## config.mk

```make
export PLATFORM = sky130hd
export DESIGN_NAME = instruction_decoder
export DESIGN_NICKNAME = d
export VERILOG_FILES = /design/src/rtl/cme341_isa_pkg.sv /design/src/rtl/dst_onehot.sv /design/src/rtl/instruction_decoder.sv
export SDC_FILE = /design/constraint.sdc
export NUM_CORES = 1
export LEC_CHECK = 0
export ABC_AREA = 1
export BUFFER_PORTS_ARGS = -buffer_cell sky130_fd_sc_hd__buf_4
export CORE_UTILIZATION = 42
export CTS_BUF_LIST = sky130_fd_sc_hd__clkbuf_4 sky130_fd_sc_hd__clkbuf_8
export DETAILED_ROUTE_END_ITERATION = 10
export PLACE_DENSITY = 0.81
export REMOVE_ABC_BUFFERS = 1
export SYNTH_ARGS = -nofsm -noshare
export SYNTH_HDL_FRONTEND = slang
export SYNTH_SLANG_ARGS = --single-unit
```

## constraint.sdc

```tcl
create_clock -name clk -period 3 [get_ports clk]
set_clock_uncertainty 0.05 [all_clocks]
set_input_delay 0.9 -clock clk [delete_from_list [all_inputs] [get_ports clk]]
set_output_delay 0.9 -clock clk [all_outputs]
set_load 0.01 [all_outputs]
```

## src/rtl/cme341_isa_pkg.sv

```systemverilog
// rtl/cme341_isa_pkg.sv - instruction-set constants shared by the decode stage
// Class prefixes, destination codes, source selects and the reset no-op word.
package cme341_isa_pkg;

    localparam int          IMM_W    = 4;
    localparam logic [7:0]  NOP_WORD = 8'h80;

    localparam logic        CLS_LOAD = 1'b0;
    localparam logic [1:0]  CLS_MOVE = 2'b10;
    localparam logic [2:0]  CLS_ALU  = 3'b110;
    localparam logic [3:0]  CLS_JMP  = 4'hE;
    localparam logic [3:0]  CLS_JNZ  = 4'hF;

    localparam logic [2:0]  DST_X0   = 3'd0;
    localparam logic [2:0]  DST_X1   = 3'd1;
    localparam logic [2:0]  DST_Y0   = 3'd2;
    localparam logic [2:0]  DST_LOOP = 3'd3;
    localparam logic [2:0]  DST_M    = 3'd4;
    localparam logic [2:0]  DST_I    = 3'd5;
    localparam logic [2:0]  DST_DM   = 3'd6;
    localparam logic [2:0]  DST_OREG = 3'd7;

    localparam logic [3:0]  SRC_IMM  = 4'd8;

    typedef enum logic [2:0] {
        ALU_NEG  = 3'd0,
        ALU_SUB  = 3'd1,
        ALU_ADD  = 3'd2,
        ALU_MAC  = 3'd3,
        ALU_MUL  = 3'd4,
        ALU_XOR  = 3'd5,
        ALU_AND  = 3'd6,
        ALU_OR   = 3'd7
    } alu_func_e;

endpackage

```

## src/rtl/dst_onehot.sv

```systemverilog
// rtl/dst_onehot.sv - 3-to-8 one-hot destination decoder with enable
module dst_onehot (
    input  logic       en_i,
    input  logic [2:0] sel_i,
    output logic [7:0] onehot_o
);

    always_comb begin
        onehot_o = 8'h00;
        if (en_i) begin
            onehot_o[sel_i] = 1'b1;
        end
    end

endmodule

```

## src/rtl/instruction_decoder.sv

```systemverilog
// rtl/instruction_decoder.sv - fetch/decode stage: instruction register, decode, zero flag
// Decode is combinational from ir; only ir and the zero flag hold state.
module instruction_decoder
    import cme341_isa_pkg::*;
(
    input  logic             clk,
    input  logic             reset,
    input  logic [7:0]       pm_data,
    input  logic             alu_zero,
    output logic [7:0]       ir,
    output logic             jmp,
    output logic             jmp_nz,
    output logic [3:0]       jmp_addr,
    output logic             dont_jmp,
    output logic [IMM_W-1:0] imm,
    output logic [7:0]       ld_en,
    output logic [3:0]       src_sel,
    output logic [2:0]       alu_func,
    output logic             x_sel,
    output logic             y_sel,
    output logic             alu_en
);

    logic [7:0] ir_q, ir_d;
    logic       zero_q, zero_d;
    logic       is_load, is_move, is_alu, move_live;
    logic [2:0] dst;

    assign ir_d   = pm_data;
    assign zero_d = alu_en ? alu_zero : zero_q;

    always_ff @(posedge clk or posedge reset) begin
        if (reset) begin
            ir_q   <= NOP_WORD;
            zero_q <= 1'b0;
        end else begin
            ir_q   <= ir_d;
            zero_q <= zero_d;
        end
    end

    assign is_load   = (ir_q[7]   == CLS_LOAD);
    assign is_move   = (ir_q[7:6] == CLS_MOVE);
    assign is_alu    = (ir_q[7:5] == CLS_ALU);
    // A move onto its own source is the no-op encoding and must not load.
    assign move_live = is_move && (ir_q[5:3] != ir_q[2:0]);
    assign dst       = is_load ? ir_q[6:4] : ir_q[5:3];

    dst_onehot u_dst_onehot (
        .en_i     (is_load | move_live),
        .sel_i    (dst),
        .onehot_o (ld_en)
    );

    always_comb begin
        src_sel = 4'd0;
        if (is_load) begin
            src_sel = SRC_IMM;
        end else if (move_live) begin
            src_sel = {1'b0, ir_q[2:0]};
        end
    end

    assign alu_en   = is_alu;
    assign alu_func = is_alu ? ir_q[4:2] : 3'd0;
    assign x_sel    = is_alu & ir_q[1];
    assign y_sel    = is_alu & ir_q[0];
    assign jmp      = (ir_q[7:4] == CLS_JMP);
    assign jmp_nz   = (ir_q[7:4] == CLS_JNZ);
    assign jmp_addr = ir_q[3:0];
    assign imm      = ir_q[IMM_W-1:0];
    assign ir       = ir_q;
    assign dont_jmp = zero_q;

endmodule
```

==> impl_metrics.xml <==
<?xml version="1.0" encoding="UTF-8"?>
<metrics>
  <group name="routing">
    <metric name="drcViolationCount" unit="">0</metric>
    <metric name="first_drt_iteration_drcs" unit="">2</metric>
    <metric name="routed_wire_length_per_instance" unit="µm">10.4</metric>
    <metric name="finalWirelength" unit="µm">1420</metric>
    <metric name="final_antenna_net_count" unit="">0</metric>
    <metric name="drt_first_pass_iters" unit="">2</metric>
    <metric name="ratio_of_routed_vias_to_standard_cells" unit="">4.57</metric>
    <metric name="dr_total_vias" unit="">626</metric>
  </group>
  <group name="final_layout">
    <metric name="layout.cells.most_common" unit="">sky130_fd_sc_hd__buf_4</metric>
    <metric name="area_occupied_by_multi_input_gates" unit="µm²">243</metric>
    <metric name="insertedDiodeCount" unit="">0</metric>
    <metric name="drive_above_1_share" unit="">0.484</metric>
    <metric name="sequential_standard_cell_area" unit="µm²">226</metric>
    <metric name="flow.area_growth_from_synthesis" unit="%">51.9</metric>
    <metric name="mostFrequentLayoutCells" unit="">sky130_fd_sc_hd__buf_4, sky130_fd_sc_hd__nand2_1, sky130_fd_sc_hd__nor2_1, sky130_fd_sc_hd__inv_1, sky130_fd_sc_hd__dfrtp_1</metric>
    <metric name="nFillCells" unit="">119</metric>
    <metric name="final_net_count" unit="">134</metric>
  </group>
  <group name="hold_path">
    <metric name="type_of_the_worst_min_delay_path" unit="">register to register</metric>
    <metric name="hp-start" unit="">dont_jmp</metric>
    <metric name="min_path_cells" unit="">2</metric>
    <metric name="hold_end" unit="">dont_jmp</metric>
  </group>
  <group name="setup_path">
    <metric name="setup.reg_to_reg.worst_slack" unit="ps">1650</metric>
    <metric name="endpoint_of_the_worst_register_to_register_path" unit="">dont_jmp</metric>
    <metric name="critical_path.reg2reg.startpoint" unit="">ir[7]</metric>
    <metric name="critical_path.max_fanout" unit="">17</metric>
    <metric name="worstPathRequired" unit="ps">2050</metric>
    <metric name="timing.critical_path.from_type" unit="">register</metric>
    <metric name="timing.critical_path.to_type" unit="">primary output</metric>
    <metric name="cp_data_arrival_time" unit="ps">1770</metric>
    <metric name="timing.reg2reg.worst_path_depth" unit="">5</metric>
    <metric name="worstSetupPathType" unit="">register to primary output</metric>
  </group>
  <group name="global_route">
    <metric name="antenna_found_initial" unit="">0</metric>
    <metric name="grt_pass1_wl" unit="µm">1960</metric>
    <metric name="grt_usage" unit="">0.197</metric>
    <metric name="first_global_vias" unit="">490</metric>
    <metric name="largest_net_degree_at_the_start_of_global_routing" unit="">18</metric>
    <metric name="grt_overflow_total" unit="">0</metric>
  </group>
  <group name="floorplan">
    <metric name="placementRows" unit="">13</metric>
    <metric name="placeableCoreArea" unit="µm²">1320</metric>
    <metric name="die-area" unit="µm²">1590</metric>
    <metric name="ioPinCount" unit="">48</metric>
    <metric name="die_h" unit="µm">39.8</metric>
    <metric name="initial_core_util" unit="">0.456</metric>
    <metric name="overall_die_width" unit="µm">39.8</metric>
  </group>
  <group name="synthesis">
    <metric name="synthesis.yosys.warnings" unit="">0</metric>
    <metric name="share_of_the_yosys_chip_area_belonging_to_registers" unit="">0.377</metric>
    <metric name="post_synth_inst_count" unit="">82</metric>
    <metric name="postSynthRegisterBits" unit="">9</metric>
    <metric name="syn_area" unit="µm²">601</metric>
    <metric name="netlist-cell-type-count" unit="">17</metric>
    <metric name="syn_area_per_cell" unit="µm²">7.32</metric>
  </group>
  <group name="timing">
    <metric name="rsz0062_at_grt" unit="">no</metric>
    <metric name="final_setup_viols" unit="">0</metric>
    <metric name="max_freq" unit="MHz">367</metric>
    <metric name="finalSetupTns" unit="ps">0</metric>
    <metric name="relSlewSlack" unit="">0.677</metric>
    <metric name="worstMarginPinSlew" unit="ps">479</metric>
    <metric name="min_period" unit="ps">2720</metric>
    <metric name="finalMaxSlewViolations" unit="">0</metric>
    <metric name="timing.final.crit_share" unit="">0.908</metric>
    <metric name="setup_ws" unit="ps">276</metric>
    <metric name="timing_hold_violations_final" unit="">0</metric>
  </group>
  <group name="power_and_ir_drop">
    <metric name="worst_supply_voltage_drop_on_vdd" unit="µV">272</metric>
    <metric name="power.density_cell_area" unit="nW/µm²">364</metric>
    <metric name="leakage" unit="nW">0.517</metric>
  </group>
  <group name="clock_network">
    <metric name="cts-buffers-inserted" unit="">3</metric>
    <metric name="cts_max_path_buffers" unit="">2</metric>
    <metric name="ctsHtreeMaxLevel" unit="">1</metric>
    <metric name="worst_skew_pair.late_latency" unit="ps">250</metric>
    <metric name="cts_tree" unit="">built</metric>
    <metric name="clk_pin_slew_worst_paths" unit="ps">50</metric>
    <metric name="clk_root_buffer_cell" unit="">sky130_fd_sc_hd__clkbuf_4</metric>
    <metric name="cts_hold_buffers" unit="">0</metric>
    <metric name="post_cts_resize_count" unit="">0</metric>
    <metric name="cts_setup_buffers" unit="">0</metric>
    <metric name="cts.sink_count" unit="">9</metric>
  </group>
  <group name="placement">
    <metric name="globalplace.congestion" unit="">0.724</metric>
    <metric name="io_buffers" unit="">47</metric>
    <metric name="placement.setup.worst_slack" unit="ps">545</metric>
    <metric name="hpwl" unit="µm">1140</metric>
  </group>
  <group name="run">
    <metric name="max_cap_viol_count" unit="">0</metric>
  </group>
  <group name="status">
    <metric name="outcome" unit="">completed</metric>
  </group>
</metrics>
## cells in the mapped netlist
| library cell | instances | share of area |
|---|---|---|
| sky130_fd_sc_hd__dfrtp_1 | 8 | 0.33 |
| sky130_fd_sc_hd__inv_1 | 9 | 0.056 |
| sky130_fd_sc_hd__dfstp_2 | 1 | 0.044 |
| sky130_fd_sc_hd__nand2_2 | 1 | 0.010 |
| sky130_fd_sc_hd__a21oi_1 | 7 | 0.058 |
| sky130_fd_sc_hd__nor3_1 | 2 | 0.017 |
| sky130_fd_sc_hd__a21oi_2 | 1 | 0.015 |
| sky130_fd_sc_hd__buf_6 | 2 | 0.037 |
| sky130_fd_sc_hd__o21ai_2 | 1 | 0.015 |
| sky130_fd_sc_hd__nand3_1 | 5 | 0.042 |
| sky130_fd_sc_hd__o21ai_0 | 1 | 0.0083 |
| sky130_fd_sc_hd__buf_4 | 9 | 0.11 |
| sky130_fd_sc_hd__nor2_1 | 11 | 0.069 |
| sky130_fd_sc_hd__nor2_4 | 1 | 0.019 |
| sky130_fd_sc_hd__nand2_1 | 20 | 0.12 |
| sky130_fd_sc_hd__o21ai_4 | 1 | 0.027 |
| sky130_fd_sc_hd__inv_2 | 2 | 0.013 |
## worst max path at each step
stage	depth (start not counted)	from	slack [ps]	end
final	5	ir[7]	280	ld_en[3]
after global routing	5	ir[7]	90	ld_en[3]
after CTS	5	ir[7]	260	ld_en[7]
after detailed placement	5	ir[7]	550	ld_en[7]
after global placement	5	ir[7]	580	ld_en[7]
after floorplan	4	ir[7]	650	ld_en[0]
## power by group
| group | internal, W | switching [W] | total (W) |
|---|---|---|---|
| combinational | 0.0000467 | 0.0000475 | 0.0000942 |
| sequential | 0.000130 | 0.0000120 | 0.000142 |
| clock | 0.0000599 | 0.0000363 | 0.0000962 |
## worst max-delay path, cell delays in order (launching register included)
cell and delay (ps):
sky130_fd_sc_hd__dfstp_2 730, sky130_fd_sc_hd__o21ai_0 270, sky130_fd_sc_hd__inv_1 180, sky130_fd_sc_hd__nand3_1 90, sky130_fd_sc_hd__a21oi_1 120, sky130_fd_sc_hd__buf_4 130
## layout make-up
cell class                      count  area share
Clock buffer                        4      0.0329
Inverter                           11      0.0453
Multi-Input combinational cell     51       0.266
Sequential cell                     9       0.248
Tap cell                           15      0.0206
Timing Repair Buffer               47       0.387
## registers in the layout (all words and copies together) (netlist names)
signal / count
ir: 8
dont_jmp: 1
## stage by stage
stage | std cells | util | hold slack (ps) | area, µm² | total power (W)
finish | 137 | 0.692 | 447 | 912 | 0.000332
floorplan | 71 | - | 457 | 510 | 0.000186
global placement | 133 | 0.670 | 408 | 882 | 0.000236
global route | 137 | 0.692 | 493 | 912 | 0.000352
detailed placement | 133 | 0.670 | 427 | 882 | 0.000239
CTS | 137 | 0.692 | 444 | 912 | 0.000338
## kinds of logic after synthesis
| logic type | after synthesis | synth area share |
|---|---|---|
| DFF | 9 | 0.377 |
| and+or+nand+nor | 40 | 0.281 |
| AOI/OAI and AO/OA | 11 | 0.123 |
| buffers and inverters | 22 | 0.219 |
## per-layer routing
| layer | vias up | track usage | routed length (µm) |
|---|---|---|---|
| met5 | - | 0 | 0 |
| met4 | 0 | 0.129 | 12 |
| met3 | 2 | 0.0795 | 126 |
| met2 | 29 | 0.340 | 751 |
| met1 | 270 | 0.187 | 530 |
| li1 | 325 | - | - |
No activity file was read; power rests on OpenSTA's default activity.
